## src/rtl/match_pkg.sv

```systemverilog
// Shared types and constants for the N-player match controller.
// The LFSR constants are consumed only when MATCH_WIND_EN is defined.
package match_pkg;

    typedef enum logic [2:0] {
        ST_IDLE    = 3'd0,
        ST_AIM     = 3'd1,
        ST_FLIGHT  = 3'd2,
        ST_RESOLVE = 3'd3,
        ST_OVER    = 3'd4
    } match_state_t;

    // Fibonacci taps 16,14,13,11 expressed as bit positions 15,13,12,10
    localparam logic [15:0] LFSR_TAPS     = 16'hB400;
    localparam logic [5:0]  LFSR_SEED_PAD = 6'b101101;

    localparam logic signed [4:0] WIND_MIN = -5'sd15;
    localparam logic signed [4:0] WIND_MAX = 5'sd15;

    function automatic logic [15:0] lfsr_step(input logic [15:0] v);
        return {v[14:0], ^(v & LFSR_TAPS)};
    endfunction

    // A 5-bit signed value can never exceed WIND_MAX, so only the low end needs clamping
    function automatic logic signed [4:0] wind_clamp(input logic [4:0] raw);
        logic signed [4:0] w;
        w = signed'(raw);
        if (w < WIND_MIN) return WIND_MIN;
        return w;
    endfunction

endpackage

```

## src/rtl/match_ctrl_frame_tick_sync.sv

```systemverilog
// Brings the VGA vertical-sync level into the clk domain and emits a
// one-cycle tick on each synchronised rising edge (3 clk cycles after the pin).
module frame_tick_sync (
    input  logic clk,
    input  logic reset_n,
    input  logic frame_clk,
    output logic tick
);

    logic sync_1;
    logic sync_2;
    logic sync_3;

    always_ff @(posedge clk or negedge reset_n) begin
        if (!reset_n) begin
            sync_1 <= 1'b0;
            sync_2 <= 1'b0;
            sync_3 <= 1'b0;
            tick   <= 1'b0;
        end else begin
            sync_1 <= frame_clk;
            sync_2 <= sync_1;
            sync_3 <= sync_2;
            tick   <= sync_2 & ~sync_3;
        end
    end

endmodule

```

## src/rtl/match_ctrl.sv

```systemverilog
// N-player turn/match controller: HP, turn arbitration, frame timers, win/draw.
// Optional per-turn wind LFSR enabled by defining MATCH_WIND_EN.
module match_ctrl
    import match_pkg::*;
#(
    parameter int unsigned NUM_PLAYERS   = 2,
    parameter int unsigned HP_W          = 10,
    parameter int unsigned HP_MAX        = 100,
    parameter int unsigned DMG_W         = 8,
    parameter int unsigned TURN_FRAMES   = 600,
    parameter int unsigned FLIGHT_FRAMES = 300
) (
    input  logic                           clk,
    input  logic                           reset_n,
    input  logic                           frame_clk,
    input  logic                           start,
    input  logic [9:0]                     rng_seed,
    input  logic [NUM_PLAYERS-1:0]         fire,
    input  logic [NUM_PLAYERS-1:0]         boomed,
    input  logic                           hit_valid,
    input  logic [$clog2(NUM_PLAYERS)-1:0] hit_player,
    input  logic [DMG_W-1:0]               hit_dmg,
    output logic [2:0]                     state,
    output logic [$clog2(NUM_PLAYERS)-1:0] active_player,
    output logic [NUM_PLAYERS-1:0]         fire_en,
    output logic [NUM_PLAYERS*HP_W-1:0]    hp,
    output logic [15:0]                    frames_left,
    output logic [$clog2(NUM_PLAYERS)-1:0] winner,
    output logic                           winner_valid,
    output logic                           draw,
    output logic signed [4:0]              wind
);

    localparam int unsigned     PW          = $clog2(NUM_PLAYERS);
    localparam logic [HP_W-1:0] HP_INIT     = HP_W'(HP_MAX);
    localparam logic [15:0]     TURN_INIT   = 16'(TURN_FRAMES);
    localparam logic [15:0]     FLIGHT_INIT = 16'(FLIGHT_FRAMES);

    match_state_t          state_q, state_nx;
    logic [PW-1:0]         active_q;
    logic [HP_W-1:0]       hp_q  [NUM_PLAYERS];
    logic [HP_W-1:0]       hp_nx [NUM_PLAYERS];
    logic [15:0]           frames_q;
    logic [PW-1:0]         winner_q;
    logic                  winner_valid_q;
    logic                  draw_q;
    logic                  tick;
    logic                  start_ok;
    logic                  hit_ok;
    logic                  fire_act;
    logic                  boom_act;
    logic                  expire;
    logic [NUM_PLAYERS-1:0] alive;
    logic [3:0]            alive_cnt;
    logic [PW-1:0]         last_alive;
    logic                  next_turn;

    frame_tick_sync u_tick (
        .clk       (clk),
        .reset_n   (reset_n),
        .frame_clk (frame_clk),
        .tick      (tick)
    );

    function automatic logic [PW-1:0] next_alive(input logic [NUM_PLAYERS-1:0] alive_v,
                                                 input logic [PW-1:0] cur);
        logic [PW-1:0] pick;
        logic          found;
        int unsigned   idx;
        pick  = cur;
        found = 1'b0;
        for (int unsigned k = 1; k < NUM_PLAYERS; k++) begin
            idx = (32'(cur) + k) % NUM_PLAYERS;
            if (!found && alive_v[idx]) begin
                pick  = PW'(idx);
                found = 1'b1;
            end
        end
        return pick;
    endfunction

    assign start_ok = start && (state_q == ST_IDLE || state_q == ST_OVER);
    assign hit_ok   = hit_valid && (state_q == ST_AIM || state_q == ST_FLIGHT || state_q == ST_RESOLVE);
    assign fire_act = fire[active_q];
    assign boom_act = boomed[active_q];
    assign expire   = tick && (frames_q <= 16'd1);

    // Out-of-range hit_player never matches a loop index, so it is dropped naturally
    always_comb begin
        for (int unsigned p = 0; p < NUM_PLAYERS; p++) begin
            hp_nx[p] = hp_q[p];
            if (start_ok) begin
                hp_nx[p] = HP_INIT;
            end else if (hit_ok && 32'(hit_player) == p) begin
                if (32'(hit_dmg) >= 32'(hp_q[p])) hp_nx[p] = '0;
                else                              hp_nx[p] = hp_q[p] - HP_W'(hit_dmg);
            end
        end
    end

    always_comb begin
        alive      = '0;
        alive_cnt  = '0;
        last_alive = '0;
        for (int unsigned p = 0; p < NUM_PLAYERS; p++) begin
            if (hp_nx[p] != '0) begin
                alive[p]   = 1'b1;
                alive_cnt  = alive_cnt + 4'd1;
                last_alive = PW'(p);
            end
        end
    end

    assign next_turn = (state_q == ST_RESOLVE) && (alive_cnt >= 4'd2);

    always_ff @(posedge clk or negedge reset_n) begin
        if (!reset_n) state_q <= ST_IDLE;
        else          state_q <= state_nx;
    end

    always_comb begin
        state_nx = state_q;
        unique case (state_q)
            ST_IDLE, ST_OVER: if (start) state_nx = ST_AIM;
            ST_AIM: begin
                if (fire_act)    state_nx = ST_FLIGHT;
                else if (expire) state_nx = ST_RESOLVE;
            end
            ST_FLIGHT:  if (boom_act || expire) state_nx = ST_RESOLVE;
            ST_RESOLVE: state_nx = (alive_cnt >= 4'd2) ? ST_AIM : ST_OVER;
            default:    state_nx = ST_IDLE;
        endcase
    end

    always_comb begin
        state   = state_q;
        fire_en = '0;
        if (state_q == ST_AIM) fire_en[active_q] = 1'b1;
    end

    always_ff @(posedge clk or negedge reset_n) begin
        if (!reset_n) begin
            active_q       <= '0;
            frames_q       <= '0;
            winner_q       <= '0;
            winner_valid_q <= 1'b0;
            draw_q         <= 1'b0;
            for (int unsigned p = 0; p < NUM_PLAYERS; p++) hp_q[p] <= HP_INIT;
        end else begin
            for (int unsigned p = 0; p < NUM_PLAYERS; p++) hp_q[p] <= hp_nx[p];
            if (start_ok) begin
                active_q       <= '0;
                frames_q       <= TURN_INIT;
                winner_valid_q <= 1'b0;
                draw_q         <= 1'b0;
            end else begin
                unique case (state_q)
                    ST_AIM: begin
                        if (fire_act)                         frames_q <= FLIGHT_INIT;
                        else if (tick && frames_q != 16'd0)   frames_q <= frames_q - 16'd1;
                    end
                    ST_FLIGHT: if (tick && frames_q != 16'd0) frames_q <= frames_q - 16'd1;
                    ST_RESOLVE: begin
                        if (next_turn) begin
                            active_q <= next_alive(alive, active_q);
                            frames_q <= TURN_INIT;
                        end else if (alive_cnt == 4'd1) begin
                            winner_q       <= last_alive;
                            winner_valid_q <= 1'b1;
                        end else begin
                            draw_q <= 1'b1;
                        end
                    end
                    default: ;
                endcase
            end
        end
    end

    always_comb begin
        hp = '0;
        for (int unsigned p = 0; p < NUM_PLAYERS; p++) hp[p*HP_W +: HP_W] = hp_q[p];
    end

    assign active_player = active_q;
    assign frames_left   = frames_q;
    assign winner        = winner_q;
    assign winner_valid  = winner_valid_q;
    assign draw          = draw_q;

`ifdef MATCH_WIND_EN
    logic [15:0] lfsr_q;
    logic [15:0] seed_word;

    assign seed_word = (rng_seed == 10'd0) ? 16'h0001 : {LFSR_SEED_PAD, rng_seed};

    // Entering AIM from start steps the freshly loaded seed, so every turn sees a stepped value
    always_ff @(posedge clk or negedge reset_n) begin
        if (!reset_n)       lfsr_q <= '0;
        else if (start_ok)  lfsr_q <= lfsr_step(seed_word);
        else if (next_turn) lfsr_q <= lfsr_step(lfsr_q);
    end

    assign wind = wind_clamp(lfsr_q[4:0]);
`else
    logic unused_seed;
    assign unused_seed = ^rng_seed;
    assign wind        = '0;
`endif

endmodule
```

## config.mk

```make
export PLATFORM = sky130hd
export DESIGN_NAME = match_ctrl
export DESIGN_NICKNAME = d
export VERILOG_FILES = /design/src/rtl/match_pkg.sv /design/src/rtl/match_ctrl_frame_tick_sync.sv /design/src/rtl/match_ctrl.sv
export SDC_FILE = /design/constraint.sdc
export NUM_CORES = 1
export LEC_CHECK = 0
export CORE_ASPECT_RATIO = 1.4
export CORE_MARGIN = 3
export CORE_UTILIZATION = 33
export DETAILED_ROUTE_END_ITERATION = 7
export SLEW_MARGIN = 20
export SYNTH_ARGS = -nofsm -noshare
export SYNTH_HDL_FRONTEND = slang
export SYNTH_SLANG_ARGS = --single-unit
```

## constraint.sdc

```tcl
create_clock -name clk -period 5.8 [get_ports clk]
set_input_delay 1.16 -clock clk [delete_from_list [all_inputs] [get_ports clk]]
set_output_delay 1.16 -clock clk [all_outputs]
set_load 0.005 [all_outputs]
```

==> metrics list, run 1 <==
* Outcome: completed
- Max-Slew Margin vs Limit: 54.4%
- The synthesized design contains 47 register bits.
* Kind of path behind the tightest hold check: reg -> reg
* Horizontal extent of the die: 91.0 um
* Core utilization of the finished layout: between 40 and 50%
- In this run, the clock network consumes 13.3% of the power.
- Total track usage: 16.4%
- Once the clock tree was built, the setup fixing pass inserted 0 buffers.
* Iteration count of the initial detailed-routing pass: 4
- CTS placed an instance of sky130_fd_sc_hd__clkbuf_16 at the clock tree root.
* Startpoint of the lowest-slack register-to-register path: hp[0]
- STA classifies the critical path startpoint as an input pin.
* Category of the worst setup path capture point: register
* Number of global-route vias before repair: 3113
* Site row count: 42
* YS warnings: 0
- In the synthesized netlist, the number of instances is 384.
- Clk sinks: 47
- Global-route wire length before repair: 15.2 mm
- Across the run, the number of max-cap violations was 0.
- Most used standard cells in the synthesized netlist: 52 x sky130_fd_sc_hd__nor2_1, 41 x sky130_fd_sc_hd__dfrtp_1, 25 x sky130_fd_sc_hd__nor3_1, 24 x sky130_fd_sc_hd__nand2_1, 21 x sky130_fd_sc_hd__inv_1
* Max-slew violation count: 0
* Routed Antenna Nets: 0
* Worst IR drop on VDD: 0.000214 V
* Count of hold buffers inserted by post-cts repair: 0
- Layout Area Growth over Synthesis: 30.4%
- For this run, the leading register cell type out of synthesis is sky130_fd_sc_hd__dfrtp_1.
* Total congestion overflow after global routing: 0
* H-Tree Depth: 2
- In this run the biggest area consumer among cell types represents 30.7% of the synthesized area.
- Dividing total power by cell area gives a power density of 506 nW/um^2.
* Clock buffers created by TritonCTS: 5
- Critical Path Fanout Max: 3
- Critical path data required time: 5.99 ns
- Data arrives at the worst endpoint at 5.64 ns.
- Hold timing on the final database bottoms out at a slack of 0.351 ns.
- Summed over all nets, the switching power comes to 929 uW.
- Final-layout setup total negative slack: 0 ns
- Lkg Pwr: 0.00184 uW
- Starting Density: 34.5%
- Entering global routing, the biggest net connects 48 pins.
* Clock slew at the register clock pins of the worst setup and hold paths: 0.07 ns
* Worst reg2reg endpoint: frames_left[15]
- Net switching fraction of the power: 42.1%
- Counting flops with a built-in enable in the synthesized netlist gives 0.
* Buffer depth of the longest clock path: 2
- Final weighted congestion in routability-driven placement: ~0.86
* Number of placed I/O pins: 78
* Die extent in y: 125 um
* Critical path type: in -> reg
* Fmax: roughly 180 MHz
- The hold violation total from the final report came to 0.
- Once placement finished, the instance area stood at 4210 sq um.
- 0 antenna diodes ended up in the layout.
- Synth cell types: 67
- In the final routed layout, each cell accounts on average for 15.2 um.
- Post-layout instance area: 4360 sq um
- Placed wire-length estimate: 7.01 mm
* TritonCTS clock tree: built
- Post-detailed-route DRC marker count: 0
- The routed design has between 9 and 10 mm of wire.
- Shortest clock period the worst path allows after layout: 5.45 ns
- The count of buffers added on input and output ports is 62.
* Count of final setup violators: 0
- The worst path uses 94.0% of the clock period.
* Internal: 1280 uW
* Setup slack on the worst flop-to-flop path: 1.26 ns
- Initial antenna violation count: 0
- Min-Delay Startpoint: u_tick.sync_1
- After synthesis the cells add up to 3340 sq um.
* Combinational fraction of design power: 59.7%
- Final net count: 514
- Per-cell via count in the routed design: 5.24
- Sorting the synthesized cells by area gives the leading types as sky130_fd_sc_hd__dfrtp_1 31%, sky130_fd_sc_hd__ha_1 7.5%, sky130_fd_sc_hd__nor2_1 5.8%, sky130_fd_sc_hd__dfstp_2 4.7%, sky130_fd_sc_hd__nor3_1 3.7%.
- Dividing the synthesized area by the synthesized cell count gives 8.70 sq um.
- Async set-reset flop share out of synthesis: 100%
* Worst r2r path cells: 22
- Clock latency of the later-clocked register in the worst-skew pair: about 0.3 ns
* Share of the yosys chip area belonging to registers: 35.4%
- In this run, the number of DRC markers left after iteration 0 of detailed routing was 64.
- Sequential cells account for 27.0% of the total power.
- Worst Hold Depth: 0
- Setup repair after global routing left no endpoint under its margin.
- By instance count, the leading cell after synthesis is sky130_fd_sc_hd__nor2_1.
- Number of gates resized after cts: 0
- Area of the die: 11400 sq um
- Vias post-DR: 3126
* Hold Crit Endpoint: u_tick.sync_2
- sky130_fd_sc_hd__dfrtp_1 takes more of the synthesized area than any other cell.
- Ratio of cells with drive above 1 in the final layout: between 10% and 20%
- Across the routed clock network, the largest skew measured is roughly 0.0076 ns.
- Slew at the pin closest to its max-slew limit: 0.685 ns
* Area of the placeable core: 9670 sq um
power by group through the flow:
| stage | Sequential (uW) | Clock (uW) | Combinational (uW) |
|---|---|---|---|
| 3_3_place_gp | 600 | 0 | 1300 |
| 6_report | 595 | 294 | 1320 |
| 4_1_cts | 596 | 303 | 1320 |
| 5_1_grt | 618 | 318 | 1470 |
| 3_5_place_dp | 601 | 0 | 1320 |
| 2_1_floorplan | 560 | 0 | 824 |
sequential cells by signal, indices dropped and copies added (netlist names):
name           cells
draw               1
u_tick.sync_2      1
state              3
u_tick.sync_1      1
u_tick.tick        1
winner             1
u_tick.sync_3      1
winner_valid       1
frames_left       16
active_player      1
hp                20
worst max path at each step:
stage / start / endpoint / slack (ns) / cells past startpoint
after global placement: hit_dmg[0] / frames_left[15] / 0.09 / 22
final: hit_dmg[0] / frames_left[15] / 0.35 / 22
after CTS: hit_dmg[0] / frames_left[15] / 0.33 / 22
after floorplan: hit_dmg[0] / frames_left[3] / 0.64 / 17
after detailed placement: hit_dmg[0] / frames_left[15] / 0.01 / 22
after global routing: hit_dmg[0] / frames_left[15] / 0.12 / 22
per-stage QoR:
stage	worst slack, ns	cells	total power, uW
final	0.350	597	2210
after floorplan	0.636	388	1380
after global routing	0.117	597	2400
after global placement	0.0869	589	1900
after CTS	0.327	597	2220
after detailed placement	0.0131	589	1920
placed cells by master (no fill, tap or decap), types with 6 or more instances in the layout:
cell and instances:
sky130_fd_sc_hd__ha_1 20, sky130_fd_sc_hd__inv_1 21, sky130_fd_sc_hd__nor2_1 52, sky130_fd_sc_hd__a22oi_1 6, sky130_fd_sc_hd__buf_4 22, sky130_fd_sc_hd__a21oi_1 17, sky130_fd_sc_hd__a31oi_1 8, sky130_fd_sc_hd__o21ai_0 17
sky130_fd_sc_hd__nand2_1 24, sky130_fd_sc_hd__nor2b_1 7, sky130_fd_sc_hd__dfrtp_1 41, sky130_fd_sc_hd__clkdlybuf4s50_1 61, sky130_fd_sc_hd__xnor2_1 13, sky130_fd_sc_hd__dfstp_2 6, sky130_fd_sc_hd__nor3_1 25
metal layers:
metal	global-route usage, %	share of wire, %	vias up
met2	29.0	49	87
met5	0	0	-
met1	19.5	44	1474
met4	6.66	2.8	0
li1	-	-	1549
met3	2.82	4.2	16
critical path: stages:
cell,delay [ns]
sky130_fd_sc_hd__clkdlybuf4s50_1,0.51
sky130_fd_sc_hd__ha_1,0.18
sky130_fd_sc_hd__inv_1,0.05
sky130_fd_sc_hd__fa_1,0.40
sky130_fd_sc_hd__a211oi_1,0.29
sky130_fd_sc_hd__or3_1,0.19
sky130_fd_sc_hd__or4b_1,0.46
sky130_fd_sc_hd__mux2i_1,0.15
sky130_fd_sc_hd__or2_1,0.21
sky130_fd_sc_hd__a311o_1,0.30
sky130_fd_sc_hd__or3_1,0.34
sky130_fd_sc_hd__ha_1,0.20
sky130_fd_sc_hd__nand3b_1,0.17
sky130_fd_sc_hd__a21oi_1,0.17
sky130_fd_sc_hd__buf_4,0.14
sky130_fd_sc_hd__a311oi_1,0.06
sky130_fd_sc_hd__nand2_1,0.13
sky130_fd_sc_hd__or2_1,0.16
sky130_fd_sc_hd__nor4_1,0.07
sky130_fd_sc_hd__buf_4,0.14
sky130_fd_sc_hd__xnor2_1,0.12
sky130_fd_sc_hd__nor2_1,0.05
final cells by class:
cell class                      count  area [sq um]
Clock buffer                        5           125
Sequential cell                    47          1180
Tap cell                          132           165
Clock inverter                      3          18.8
Multi-Input combinational cell    305          2010
Inverter                           21          78.8
Timing Repair Buffer               84           781
Fill cell                         975          5310
logic make-up (layout without fill, tap and decap cells):
family | count (synthesis) | after routing | synth area share [%]
other cells | 1 | 5 | 0.112
buf+inv | 36 | 113 | 4.98
simple gates | 158 | 158 | 24.1
fa+ha+maj | 22 | 22 | 8.69
compound gates | 97 | 97 | 20.4
flops | 47 | 47 | 35.4
mux | 5 | 5 | 1.54
xor+xnor | 18 | 18 | 4.72
No activity file was read; power rests on OpenSTA's default activity.
==> run 2, diff against run 1 <==
--- a/config.mk
+++ b/config.mk
@@ -9,6 +9,7 @@
 export CORE_MARGIN = 3
 export CORE_UTILIZATION = 33
 export DETAILED_ROUTE_END_ITERATION = 7
+export PLACE_DENSITY_LB_ADDON = 0.3
 export SLEW_MARGIN = 20
 export SYNTH_ARGS = -nofsm -noshare
 export SYNTH_HDL_FRONTEND = slang
==> metrics list, run 2 (synthesis results as in run 1) <==
* Outcome: completed (unchanged)
- Lkg Pwr: 0.00185 uW (was 0.00184 uW)
* Number of global-route vias before repair: 3184 (was 3113)
- Clk sinks: 47 (unchanged)
- Setup repair after global routing missed its margin: false (unchanged)
- # Max-Cap Violations: 0 (unchanged)
* Shortest clock period the worst path allows after layout: 5.48 ns (was 5.45 ns)
- The internal cell power is 1320 uW (was 1280 uW).
* Total congestion overflow after global routing: 0 (unchanged)
- Kind of path behind the tightest hold check: reg -> reg (unchanged)
* Pin count of the biggest net entering global routing: 48 (unchanged)
- The signal arrival time at the worst endpoint came to 5.66 ns (was 5.64 ns).
- The average wire per cell in the routed design was 15.4 um (was 15.2 um).
- Site row count: 42 (unchanged)
* Max-Slew Margin vs Limit: 58.0% (was 54.4%)
- The count of nets after finishing is 514 (unchanged).
* Layout Area Growth over Synthesis: 31.3% (was 30.4%)
- Max FFs per register: 20 (unchanged)
- Total routed wirelength: 9.20 mm (was 9.06 mm)
- The category of the critical setup timing path is in -> reg (unchanged).
- CP startpoint kind: input pin (unchanged)
- Clock latency of the later-clocked register in the worst-skew pair: 0.29 ns (was 0.30 ns)
- The setup TNS came to 0 ns (unchanged).
- Fillcell total: 987 (was 975)
- The part of the total power dissipated in sequential elements came to 26.4% (was 27.0%).
- Routed Antenna Nets: 0 (unchanged)
- Final hold violations: 0 (unchanged)
- The overall die width is 91.0 um (unchanged).
- Final weighted congestion in routability-driven placement: 0.878 (was 0.860)
* Critical Path Fanout Max: 3 (unchanged)
- Per-cell via count in the routed design: 5.26 (was 5.24)
- The root buffer cell was sky130_fd_sc_hd__clkbuf_16 (unchanged).
- Worst IR drop on VDD: 0.000212 V (was 0.000214 V)
- Number of I/O port buffers: 62 (unchanged)
* Clock buffers created by TritonCTS: 5 (unchanged)
- Vias post-DR: 3142 (was 3126)
- Area of the placeable core: 9670 sq um (unchanged)
- The worst clock skew was 0.00748 ns (was 0.00757 ns).
- The number of buffers between clock root and the deepest sink came to 2 (unchanged).
* Number of gates resized after cts: 0 (unchanged)
- Switching power of the nets: 937 uW (was 929 uW)
* Setup slack on the worst flop-to-flop path: 1.23 ns (was 1.26 ns)
- Portion of the clock cycle consumed by the worst path in the final layout: 94.4% (was 94.0%)
* Placed wire-length estimate: 7.08 mm (was 7.01 mm)
- The wire length of the first global-routing pass is 15.2 mm (about the same).
* Starting Density: 34.5% (unchanged)
- Category of the worst setup path capture point: register (unchanged)
* Combinational fraction of design power: 58.4% (was 59.7%)
- The critical path data required time was 5.99 ns (about the same).
* Cell area power density: 515 nW/um^2 (was 506 nW/um^2)
* Count of final setup violators: 0 (unchanged)
* Clock slew at the register clock pins of the worst setup and hold paths: 0.07 ns (about the same)
- The buffers inserted during post-CTS setup optimization is 0 (unchanged).
- Worst hold slack after final layout: 0.354 ns (was 0.351 ns)
- The I/O pin count is 78 (unchanged).
- Die extent in y: 125 um (unchanged)
- Fmax: 183 MHz (about the same)
- Post-layout power: 2260 uW (was 2210 uW)
- The TritonCTS clock tree is built (unchanged).
* Count of antenna diodes in the layout: 0 (unchanged)
- The detailed-routing iteration count for the pre-antenna-repair pass was 4 (unchanged).
* Slew at the pin closest to its max-slew limit: 0.631 ns (was 0.685 ns)
- The number of antenna violations at the first check in global routing is 0 (unchanged).
- Total track usage: 16.4% (about the same)
- H-Tree Depth: 2 (unchanged)
- Most common cell after layout, fill and taps aside: sky130_fd_sc_hd__clkdlybuf4s50_1 (unchanged)
- The final number of max-transition violations was 0 (unchanged).
* Share of total power in the clock network: 15.2% (was 13.3%)
- Net switching fraction of the power: 41.5% (was 42.1%)
- The full die area is 11400 sq um (unchanged).
- The fraction of layout cells with a size suffix above 1 is 10.8% (unchanged).
* Post-detailed-route DRC marker count: 0 (unchanged)
- The number of DRC violations after detailed-routing iteration 0 came to 110 (was 64).
- Count of hold buffers inserted by post-cts repair: 0 (unchanged)
- Highest-count cells in the layout ignoring fill and taps: 61 x sky130_fd_sc_hd__clkdlybuf4s50_1, 52 x sky130_fd_sc_hd__nor2_1, 41 x sky130_fd_sc_hd__dfrtp_1, 25 x sky130_fd_sc_hd__nor3_1, 24 x sky130_fd_sc_hd__nand2_1 (unchanged).
## run 2: power groups by stage
stage                     registers, uW  clock network (uW)  logic, uW
final                               596                 343       1320
after CTS                           595                 357       1330
after detailed placement            600                   0       1320
after global routing                618                 363       1470
after floorplan                     560                   0        824
after global placement              597                   0       1290
## run 2: final cells by class
class / count / area (sq um) / area share, %
Clock buffer: 5 / 125 / 2.85
Clock inverter: 3 / 47.5 / 1.08
Inverter: 21 / 78.8 / 1.80
Multi-Input combinational cell: 305 / 2010 / 45.7
Sequential cell: 47 / 1180 / 27.0
Tap cell: 132 / 165 / 3.76
Timing Repair Buffer: 84 / 781 / 17.8
## run 2: critical path, stage by stage
cell	delay, ns
sky130_fd_sc_hd__clkdlybuf4s50_1	0.49
sky130_fd_sc_hd__ha_1	0.17
sky130_fd_sc_hd__inv_1	0.05
sky130_fd_sc_hd__fa_1	0.40
sky130_fd_sc_hd__a211oi_1	0.28
sky130_fd_sc_hd__or3_1	0.17
sky130_fd_sc_hd__or4b_1	0.48
sky130_fd_sc_hd__mux2i_1	0.20
sky130_fd_sc_hd__or2_1	0.12
sky130_fd_sc_hd__a311o_1	0.13
sky130_fd_sc_hd__or3_1	0.12
sky130_fd_sc_hd__ha_1	0.15
sky130_fd_sc_hd__nand3b_1	0.13
sky130_fd_sc_hd__a21oi_1	0.08
sky130_fd_sc_hd__buf_4	0.14
sky130_fd_sc_hd__a311oi_1	0.35
sky130_fd_sc_hd__nand2_1	0.14
sky130_fd_sc_hd__or2_1	0.26
sky130_fd_sc_hd__nor4_1	0.29
sky130_fd_sc_hd__buf_4	0.18
sky130_fd_sc_hd__xnor2_1	0.10
sky130_fd_sc_hd__nor2_1	0.05
## run 2: worst paths after layout
path                                    start         endpoint  cells after the start
max in group asynchronous             reset_n  frames_left[13]                      2
worst max-delay path               hit_dmg[0]  frames_left[15]                     22
min in group asynchronous             reset_n           hp[19]                      2
worst min-delay path            u_tick.sync_1    u_tick.sync_2                      0
worst max register to register          hp[0]  frames_left[15]                     22
worst min register to register  u_tick.sync_1    u_tick.sync_2                      0
## run 2: layer usage
layer / part of all wire, % / wire (um) / vias to the layer above / global-route usage [%]
met3: 4.2 / 385 / 15 / 2.46
met2: 50 / 4580 / 86 / 29.3
met1: 44 / 4010 / 1475 / 19.7
met5: 0 / 0 / - / 0
met4: 2.4 / 222 / 0 / 5.86
li1: - / - / 1566 / -
## run 2: stage by stage
stage,std cells,worst slack (ns),instance area (sq um),utilization [%]
after floorplan,388,0.636,3360,-
after global placement,589,0.0815,4210,43.6
after detailed placement,589,0.0145,4210,43.6
after CTS,597,0.331,4390,45.4
after global routing,597,0.0733,4390,45.4
final,597,0.325,4390,45.4
